## src/rtl/munoc_rdata_upsizer_if.sv

```systemverilog
// Command, narrow R and wide R signals of the MUNOC read-data upsizer.
// The slave modport is the upsizer's view, the master modport is its environment's.
interface munoc_rdata_upsizer_if #(
  parameter int BW_NARROW_DATA = 32,
  parameter int BW_WIDE_DATA   = 128,
  parameter int BW_OFFSET      = $clog2(BW_WIDE_DATA / 8)
);
  logic                      cmd_valid;
  logic                      cmd_ready;
  logic [BW_OFFSET-1:0]      cmd_offset;
  logic [2:0]                cmd_size;
  logic [7:0]                cmd_len;

  logic                      s_rvalid;
  logic                      s_rready;
  logic [BW_NARROW_DATA-1:0] s_rdata;
  logic [1:0]                s_rresp;
  logic                      s_rlast;

  logic                      m_rvalid;
  logic                      m_rready;
  logic [BW_WIDE_DATA-1:0]   m_rdata;
  logic [1:0]                m_rresp;
  logic                      m_rlast;

  logic                      last_mismatch;

  modport slave (
    input  cmd_valid, cmd_offset, cmd_size, cmd_len,
    output cmd_ready,
    input  s_rvalid, s_rdata, s_rresp, s_rlast,
    output s_rready,
    output m_rvalid, m_rdata, m_rresp, m_rlast,
    input  m_rready,
    output last_mismatch
  );

  modport master (
    output cmd_valid, cmd_offset, cmd_size, cmd_len,
    input  cmd_ready,
    output s_rvalid, s_rdata, s_rresp, s_rlast,
    input  s_rready,
    input  m_rvalid, m_rdata, m_rresp, m_rlast,
    output m_rready,
    input  last_mismatch
  );
endinterface

```

## src/rtl/munoc_rdata_upsizer.sv

```systemverilog
// AXI read-data upsizer: packs narrow slave R beats into wide master R beats.
// Narrow transfers (size <= narrow width) are replicated across all lanes;
// wider transfers are assembled lane by lane in an accumulator.
//
// state  | meaning
// IDLE   | waiting for a command, cmd_ready high
// ACTIVE | accepting narrow beats and emitting wide beats
// DRAIN  | final wide beat loaded, waiting for it to be taken
module munoc_rdata_upsizer #(
  parameter int BW_NARROW_DATA = 32,
  parameter int BW_WIDE_DATA   = 128,
  parameter int BW_OFFSET      = $clog2(BW_WIDE_DATA / 8)
) (
  input logic clk,
  input logic rstnn,
  munoc_rdata_upsizer_if.slave bus
);
  localparam int RATIO  = BW_WIDE_DATA / BW_NARROW_DATA;
  localparam int LW     = $clog2(RATIO);
  localparam int NB_LOG = $clog2(BW_NARROW_DATA / 8);

  typedef enum logic [1:0] {IDLE, ACTIVE, DRAIN} state_t;

  state_t                                 state;
  logic                                   pass_q;
  logic [LW-1:0]                          gmask_q;
  logic [LW-1:0]                          lane_ptr;
  logic [7:0]                             len_q;
  logic [7:0]                             beat_cnt;
  logic [RATIO-1:0][BW_NARROW_DATA-1:0]   acc_data;
  logic [1:0]                             acc_resp;
  logic                                   cmd_ready_q;
  logic                                   m_rvalid_q;
  logic [BW_WIDE_DATA-1:0]                m_rdata_q;
  logic [1:0]                             m_rresp_q;
  logic                                   m_rlast_q;

  logic [BW_OFFSET-1:0]                   offset_c;
  logic [LW-1:0]                          gmask_c;
  logic [LW-1:0]                          lane_init_c;
  logic                                   group_start;
  logic                                   completing;
  logic                                   final_beat;
  logic                                   s_rready_c;
  logic                                   s_fire;
  logic                                   load;
  logic [RATIO-1:0][BW_NARROW_DATA-1:0]   merge_data;
  logic [1:0]                             merge_resp;
  logic [BW_WIDE_DATA-1:0]                load_data;
  logic [1:0]                             load_resp;

  assign offset_c = bus.cmd_offset;

  // Group mask (G-1) from the requested size, and the group-aligned start lane.
  always_comb begin
    gmask_c = '0;
    for (int i = 0; i < LW; i++) begin
      gmask_c[i] = (int'(bus.cmd_size) > NB_LOG + i);
    end
    lane_init_c = LW'(offset_c >> NB_LOG) & ~gmask_c;
  end

  assign group_start = ((lane_ptr & gmask_q) == '0);
  assign completing  = pass_q | ((lane_ptr & gmask_q) == gmask_q);
  assign final_beat  = (beat_cnt == len_q);
  assign s_rready_c  = (state == ACTIVE) & (~completing | ~m_rvalid_q | bus.m_rready);
  assign s_fire      = bus.s_rvalid & s_rready_c;
  assign load        = s_fire & completing;

  // Merge the current narrow beat into the accumulator view; a new group starts from zero.
  always_comb begin
    merge_data           = group_start ? '0 : acc_data;
    merge_data[lane_ptr] = bus.s_rdata;
    merge_resp           = (group_start || (bus.s_rresp > acc_resp)) ? bus.s_rresp : acc_resp;
    load_data            = pass_q ? {RATIO{bus.s_rdata}} : merge_data;
    load_resp            = pass_q ? bus.s_rresp : merge_resp;
  end

  // Sequencer, accumulator and wide output register.
  always_ff @(posedge clk or negedge rstnn) begin
    if (!rstnn) begin
      state       <= IDLE;
      pass_q      <= 1'b0;
      gmask_q     <= '0;
      lane_ptr    <= '0;
      len_q       <= '0;
      beat_cnt    <= '0;
      acc_data    <= '0;
      acc_resp    <= '0;
      cmd_ready_q <= 1'b1;
      m_rvalid_q  <= 1'b0;
      m_rdata_q   <= '0;
      m_rresp_q   <= '0;
      m_rlast_q   <= 1'b0;
    end else begin
      case (state)
        IDLE: begin
          if (bus.cmd_valid && cmd_ready_q) begin
            state       <= ACTIVE;
            cmd_ready_q <= 1'b0;
            pass_q      <= (int'(bus.cmd_size) <= NB_LOG);
            gmask_q     <= gmask_c;
            lane_ptr    <= lane_init_c;
            len_q       <= bus.cmd_len;
            beat_cnt    <= '0;
          end
        end
        ACTIVE: begin
          if (load && final_beat) state <= DRAIN;
        end
        DRAIN: begin
          if (m_rvalid_q && bus.m_rready && m_rlast_q) begin
            state       <= IDLE;
            cmd_ready_q <= 1'b1;
          end
        end
        default: state <= IDLE;
      endcase

      if (s_fire && !pass_q) begin
        acc_data <= merge_data;
        acc_resp <= merge_resp;
        lane_ptr <= lane_ptr + LW'(1);
      end

      if (m_rvalid_q && bus.m_rready) begin
        m_rvalid_q <= 1'b0;
        m_rlast_q  <= 1'b0;
      end

      // A load on the same cycle as a drain keeps the register full.
      if (load) begin
        m_rvalid_q <= 1'b1;
        m_rdata_q  <= load_data;
        m_rresp_q  <= load_resp;
        m_rlast_q  <= final_beat;
        beat_cnt   <= beat_cnt + 8'd1;
      end
    end
  end

  assign bus.cmd_ready     = cmd_ready_q;
  assign bus.s_rready      = s_rready_c;
  assign bus.m_rvalid      = m_rvalid_q;
  assign bus.m_rdata       = m_rdata_q;
  assign bus.m_rresp       = m_rresp_q;
  assign bus.m_rlast       = m_rlast_q;
  assign bus.last_mismatch = s_fire & (bus.s_rlast != (completing & final_beat));
endmodule

```

## src/flat_wrapper.sv

```systemverilog
// flat-port wrapper written by rule: the top's interface ports become plain ports
module munoc_rdata_upsizer_flat 
#(
  parameter int BW_NARROW_DATA = 32,
  parameter int BW_WIDE_DATA   = 128,
  parameter int BW_OFFSET      = $clog2(BW_WIDE_DATA / 8)
)
  (clk, rstnn, bus_cmd_valid, bus_cmd_offset, bus_cmd_size, bus_cmd_len, bus_cmd_ready, bus_s_rvalid, bus_s_rdata, bus_s_rresp, bus_s_rlast, bus_s_rready, bus_m_rvalid, bus_m_rdata, bus_m_rresp, bus_m_rlast, bus_m_rready, bus_last_mismatch);
  munoc_rdata_upsizer_if #(.BW_NARROW_DATA(BW_NARROW_DATA), .BW_WIDE_DATA(BW_WIDE_DATA), .BW_OFFSET(BW_OFFSET)) bus_i ();
  input logic clk;
  input logic rstnn;
  input wire logic [$bits(bus_i.cmd_valid)-1:0] bus_cmd_valid;
  input wire logic [$bits(bus_i.cmd_offset)-1:0] bus_cmd_offset;
  input wire logic [$bits(bus_i.cmd_size)-1:0] bus_cmd_size;
  input wire logic [$bits(bus_i.cmd_len)-1:0] bus_cmd_len;
  output wire logic [$bits(bus_i.cmd_ready)-1:0] bus_cmd_ready;
  input wire logic [$bits(bus_i.s_rvalid)-1:0] bus_s_rvalid;
  input wire logic [$bits(bus_i.s_rdata)-1:0] bus_s_rdata;
  input wire logic [$bits(bus_i.s_rresp)-1:0] bus_s_rresp;
  input wire logic [$bits(bus_i.s_rlast)-1:0] bus_s_rlast;
  output wire logic [$bits(bus_i.s_rready)-1:0] bus_s_rready;
  output wire logic [$bits(bus_i.m_rvalid)-1:0] bus_m_rvalid;
  output wire logic [$bits(bus_i.m_rdata)-1:0] bus_m_rdata;
  output wire logic [$bits(bus_i.m_rresp)-1:0] bus_m_rresp;
  output wire logic [$bits(bus_i.m_rlast)-1:0] bus_m_rlast;
  input wire logic [$bits(bus_i.m_rready)-1:0] bus_m_rready;
  output wire logic [$bits(bus_i.last_mismatch)-1:0] bus_last_mismatch;
  assign bus_i.cmd_valid = bus_cmd_valid;
  assign bus_i.cmd_offset = bus_cmd_offset;
  assign bus_i.cmd_size = bus_cmd_size;
  assign bus_i.cmd_len = bus_cmd_len;
  assign bus_cmd_ready = bus_i.cmd_ready;
  assign bus_i.s_rvalid = bus_s_rvalid;
  assign bus_i.s_rdata = bus_s_rdata;
  assign bus_i.s_rresp = bus_s_rresp;
  assign bus_i.s_rlast = bus_s_rlast;
  assign bus_s_rready = bus_i.s_rready;
  assign bus_m_rvalid = bus_i.m_rvalid;
  assign bus_m_rdata = bus_i.m_rdata;
  assign bus_m_rresp = bus_i.m_rresp;
  assign bus_m_rlast = bus_i.m_rlast;
  assign bus_i.m_rready = bus_m_rready;
  assign bus_last_mismatch = bus_i.last_mismatch;
  munoc_rdata_upsizer #(.BW_NARROW_DATA(BW_NARROW_DATA), .BW_WIDE_DATA(BW_WIDE_DATA), .BW_OFFSET(BW_OFFSET)) u_core (.clk(clk), .rstnn(rstnn), .bus(bus_i));
endmodule
```

## config.mk

```make
export PLATFORM = sky130hd
export DESIGN_NAME = munoc_rdata_upsizer_flat
export DESIGN_NICKNAME = d
export VERILOG_FILES = /design/src/rtl/munoc_rdata_upsizer_if.sv /design/src/rtl/munoc_rdata_upsizer.sv /design/src/flat_wrapper.sv
export SDC_FILE = /design/constraint.sdc
export NUM_CORES = 1
export LEC_CHECK = 0
export ABC_AREA = 1
export CAP_MARGIN = 10
export CORE_MARGIN = 5
export CORE_UTILIZATION = 50
export DETAILED_ROUTE_END_ITERATION = 8
export PLACE_DENSITY = 0.81
export SLEW_MARGIN = 0
export SYNTH_ARGS = -nofsm -noshare
export SYNTH_HDL_FRONTEND = slang
export SYNTH_SLANG_ARGS = --single-unit
```

## constraint.sdc

```tcl
create_clock -name clk -period 4.6 [get_ports clk]
set_input_delay 0.92 -clock clk [delete_from_list [all_inputs] [get_ports clk]]
set_output_delay 0.92 -clock clk [all_outputs]
set_load 0.02 [all_outputs]
```

==> results by group <==
Run status
  • Status: finished clean

Final layout
  • Final Util: a little over 60%
  • P&R area growth vs syn: 20.7%
  • Share of cells above drive strength 1: ~3.8%
  • Fillers: about 2500
  • Layout Nets: 2232

Logic synthesis
  • Adder-cell share of the synthesized area: less than 1%
  • Mux cell area share after synthesis: 0%
  • Number of synthesized flops with an enable pin: 0
  • Compound-Gate Fraction of Synth Area: roughly 1.2%
  • Main synth FF type: dfrtp_1
  • Distinct cells, synth: 32
  • #FFs+latches synth: 286
  • Synth Instances: 2046
  • Syn nets: approximately 2100
  • Average size of a mapped cell: ~7 um^2
  • Asr flop ratio synth: between 90% and 100%
  • Post-Synth Simple-Gate Area: between 40% and 50%
  • Largest family of logic cells by synthesized area: simple AND/OR/NAND/NOR gates
  • Mapped Area: about 14000 um^2
  • YS warnings: 0
  • Synth Area in XOR/XNOR: 0.245%
  • Register area share after synthesis: between 50% and 60%
  • Area fraction of the dominant cell type after synthesis: between 40 and 50%
  • Area leader, netlist: dfrtp_1
  • Largest cells by area after synthesis: dfrtp_1 50%, nand2_1 37%, nand3_1 5.1%, buf_2 1.3%, buf_4 1.2%

Pwr
  • Overall Power: 5.06 mW
  • Pwr Density: 293 nW/um^2
  • Worst IR drop on VDD: just under 300 uV
  • Pleak: between 9 and 10 nW

Global route
  • Tot GR Track Use: 25.0%
  • First-pass GRT wire length: roughly 66 mm
  • Largest net degree at the start of global routing: 125
  • Vias in the first global route: between 10000 and 15000
  • Remaining Overflow, GRT: 0
  • Initial antenna violation count: 3

Drt
  • DRT Wirelength: 40.1 mm
  • First drt pass iteration count: 5
  • DRC viols: 0
  • Vias: 13500
  • Wire per inst: 15.6 um
  • Final antenna-violating net count: 0
  • Initial detailed-routing violation count: around 1300
  • Via/cell ratio: between 5 and 6

Clock tree
  • Setup bufs post-CTS: 0
  • CTS buffer count: 30
  • CTS max path bufs: 3
  • Sinks on Clock Net: between 200 and 300
  • Clock-pin slew on the worst setup and hold paths: ~0.06 ns
  • Hold-fix buffers at CTS: 0
  • H-tree Lvls: 1
  • Worst skew pair latency: ~0.55 ns
  • CTS root buf: clkbuf_16
  • Post-CTS Resized: 0
  • CTS tree: done

Critical path
  • Worst setup path class: primary input to primary output
  • WP data required: about 3.7 ns
  • Startpoint types: primary input
  • Worst r2r src: u_core.pass_q$_DFFE_PN0P_
  • Crit path max fanout: 3
  • Critical path arrival: between 2 and 3 ns
  • Worst setup startpoint: bus_m_rready
  • Endpoint class of the critical path: primary output

STA
  • Minimum clock period: about 3.5 ns
  • Slew Viols, Final: 0
  • Max Clk Rate: 283 MHz
  • Final TNS setup: 0 ns
  • Unrepaired setup endpoints after global routing: false
  • Final Hold Fails: 0
  • Worst-margin pin slew: 0.985 ns
  • Slew headroom: roughly a third
  • Clock Skew: roughly 0.012 ns
  • Final worst-path cycle share: 76.8%
  • Final setup viols: 0

Floorplan
  • Starting density of the core: about 50%
  • Die Y: ~180 um
  • Die Area: around 32000 um^2
  • Die Wd: ~180 um
  • I/O Pins: 190
  • Core footprint: 28000 um^2
  • Standard-cell row count: about 60

Placed design
  • Port Buf Inserts: ~190
  • Final Wtd Congestion: around 0.83
  • DPL Wire Length: 24.4 mm

Job
  • Max_cap viols: 0

Worst hold path
  • Hold crit path type: flip-flop to flip-flop
  • Hold Path Origin: u_core.acc_data[81]$_DFFE_PN0P_
==> Yosys cell counts, drive strengths merged (2+ instances only) <==
cell type	number
nand2	1391
dfrtp	285
nand3	148
buf	75
clkbuf	44
inv	36
o21ai	20
nor2	19
ha	7
nand4	4
a21oi	3
o21bai	2
xnor2	2
xor2	2
==> layer usage <==
layer	global-route usage [%]	wire, um	part of all wire (%)	vias up
li1	-	-	-	6517
met4	7.20	873	2.2	4
met1	34.5	17000	42	6379
met5	0	27	0.067	-
met2	41.1	19000	47	566
met3	4.11	3280	8.2	71
==> flip-flops by register name, summed over array words and instances (netlist names) <==
name / count
u_core.pass_q: 1
u_core.state: 2
u_core.beat_cnt: 8
u_core.bus.m_rlast: 1
u_core.bus.m_rvalid: 1
u_core.bus.m_rresp: 2
u_core.lane_ptr: 2
u_core.bus.m_rdata: 128
u_core.bus.cmd_ready: 1
u_core.len_q: 8
u_core.acc_resp: 2
u_core.gmask_q: 2
u_core.acc_data: 128
==> power breakdown <==
part / internal [mW] / total (mW) / switching [mW] / leakage (nW)
Combinational: 0.0674 / 0.187 / 0.120 / 5.28
Sequential: 2.52 / 2.52 / 0.0000000000000000178 / 3.90
Clock: 1.38 / 2.35 / 0.973 / 0.460
==> worst paths after layout <==
check | slack, ns | depth (start not counted) | end
worst max-delay path | 1.07 | 8 | bus_last_mismatch
worst min-delay path | 0.48 | 2 | u_core.acc_data[81]$_DFFE_PN0P_
worst max register to register | 1.42 | 8 | u_core.acc_data[40]$_DFFE_PN0P_
worst min register to register | 0.48 | 2 | u_core.acc_data[81]$_DFFE_PN0P_
max in group asynchronous | 3.08 | 2 | u_core.bus.m_rdata[92]$_DFFE_PN0P_
min in group asynchronous | 0.49 | 1 | u_core.bus.m_rdata[34]$_DFFE_PN0P_
==> stage by stage <==
step | setup slack, ns | cell area (um^2) | hold slack, ns | cells
6_report | 1.07 | 17200 | 0.477 | 2569
2_1_floorplan | 1.66 | 14300 | 0.449 | 2046
3_3_place_gp | 1.06 | 16300 | 0.461 | 2516
4_1_cts | 1.06 | 17200 | 0.480 | 2568
3_5_place_dp | 1.06 | 16300 | 0.464 | 2516
5_1_grt | 0.899 | 17200 | 0.495 | 2569
==> cells by family after synthesis <==
group,count (synthesis)
AO/OA/AOI/OAI,29
XOR/XNOR,4
adder cells (fa/ha/maj),7
buffers and inverters,156
flip-flops,286
AND/OR/NAND/NOR,1564
==> worst max-delay path, stage by stage <==
cell             delay (ns)
clkdlybuf4s50_1        0.50
nor2_1                 0.08
a21boi_0               0.24
nand2_1                0.08
inv_1                  0.06
nand2_1                0.04
nor2_1                 0.08
clkdlybuf4s50_1        0.61
==> layout by cell type, fill, tap and decap left out, drive strengths merged, types with 2 or more instances in the layout <==
cell / instances
nand2: 1391
dfrtp: 285
nand4: 4
o21bai: 2
nor2: 19
clkdlybuf4s50: 186
clkinv: 7
clkbuf: 48
ha: 7
nand3: 148
o21ai: 20
xnor2: 2
xor2: 2
buf: 25
a21oi: 3
inv: 32
==> area by class of cell <==
cell class / count / area, um^2 / area share [%]
inverter: 37 / 146 / 0.849
tap: 378 / 473 / 2.74
timing repair buffer: 211 / 2090 / 12.1
multi-input combinational: 1604 / 6420 / 37.2
antenna: 1 / 2.50 / 0.0145
sequential: 286 / 7160 / 41.5
clock buffer: 48 / 900 / 5.22
clock inverter: 4 / 47.5 / 0.276
No activity file was read; power rests on OpenSTA's default activity.
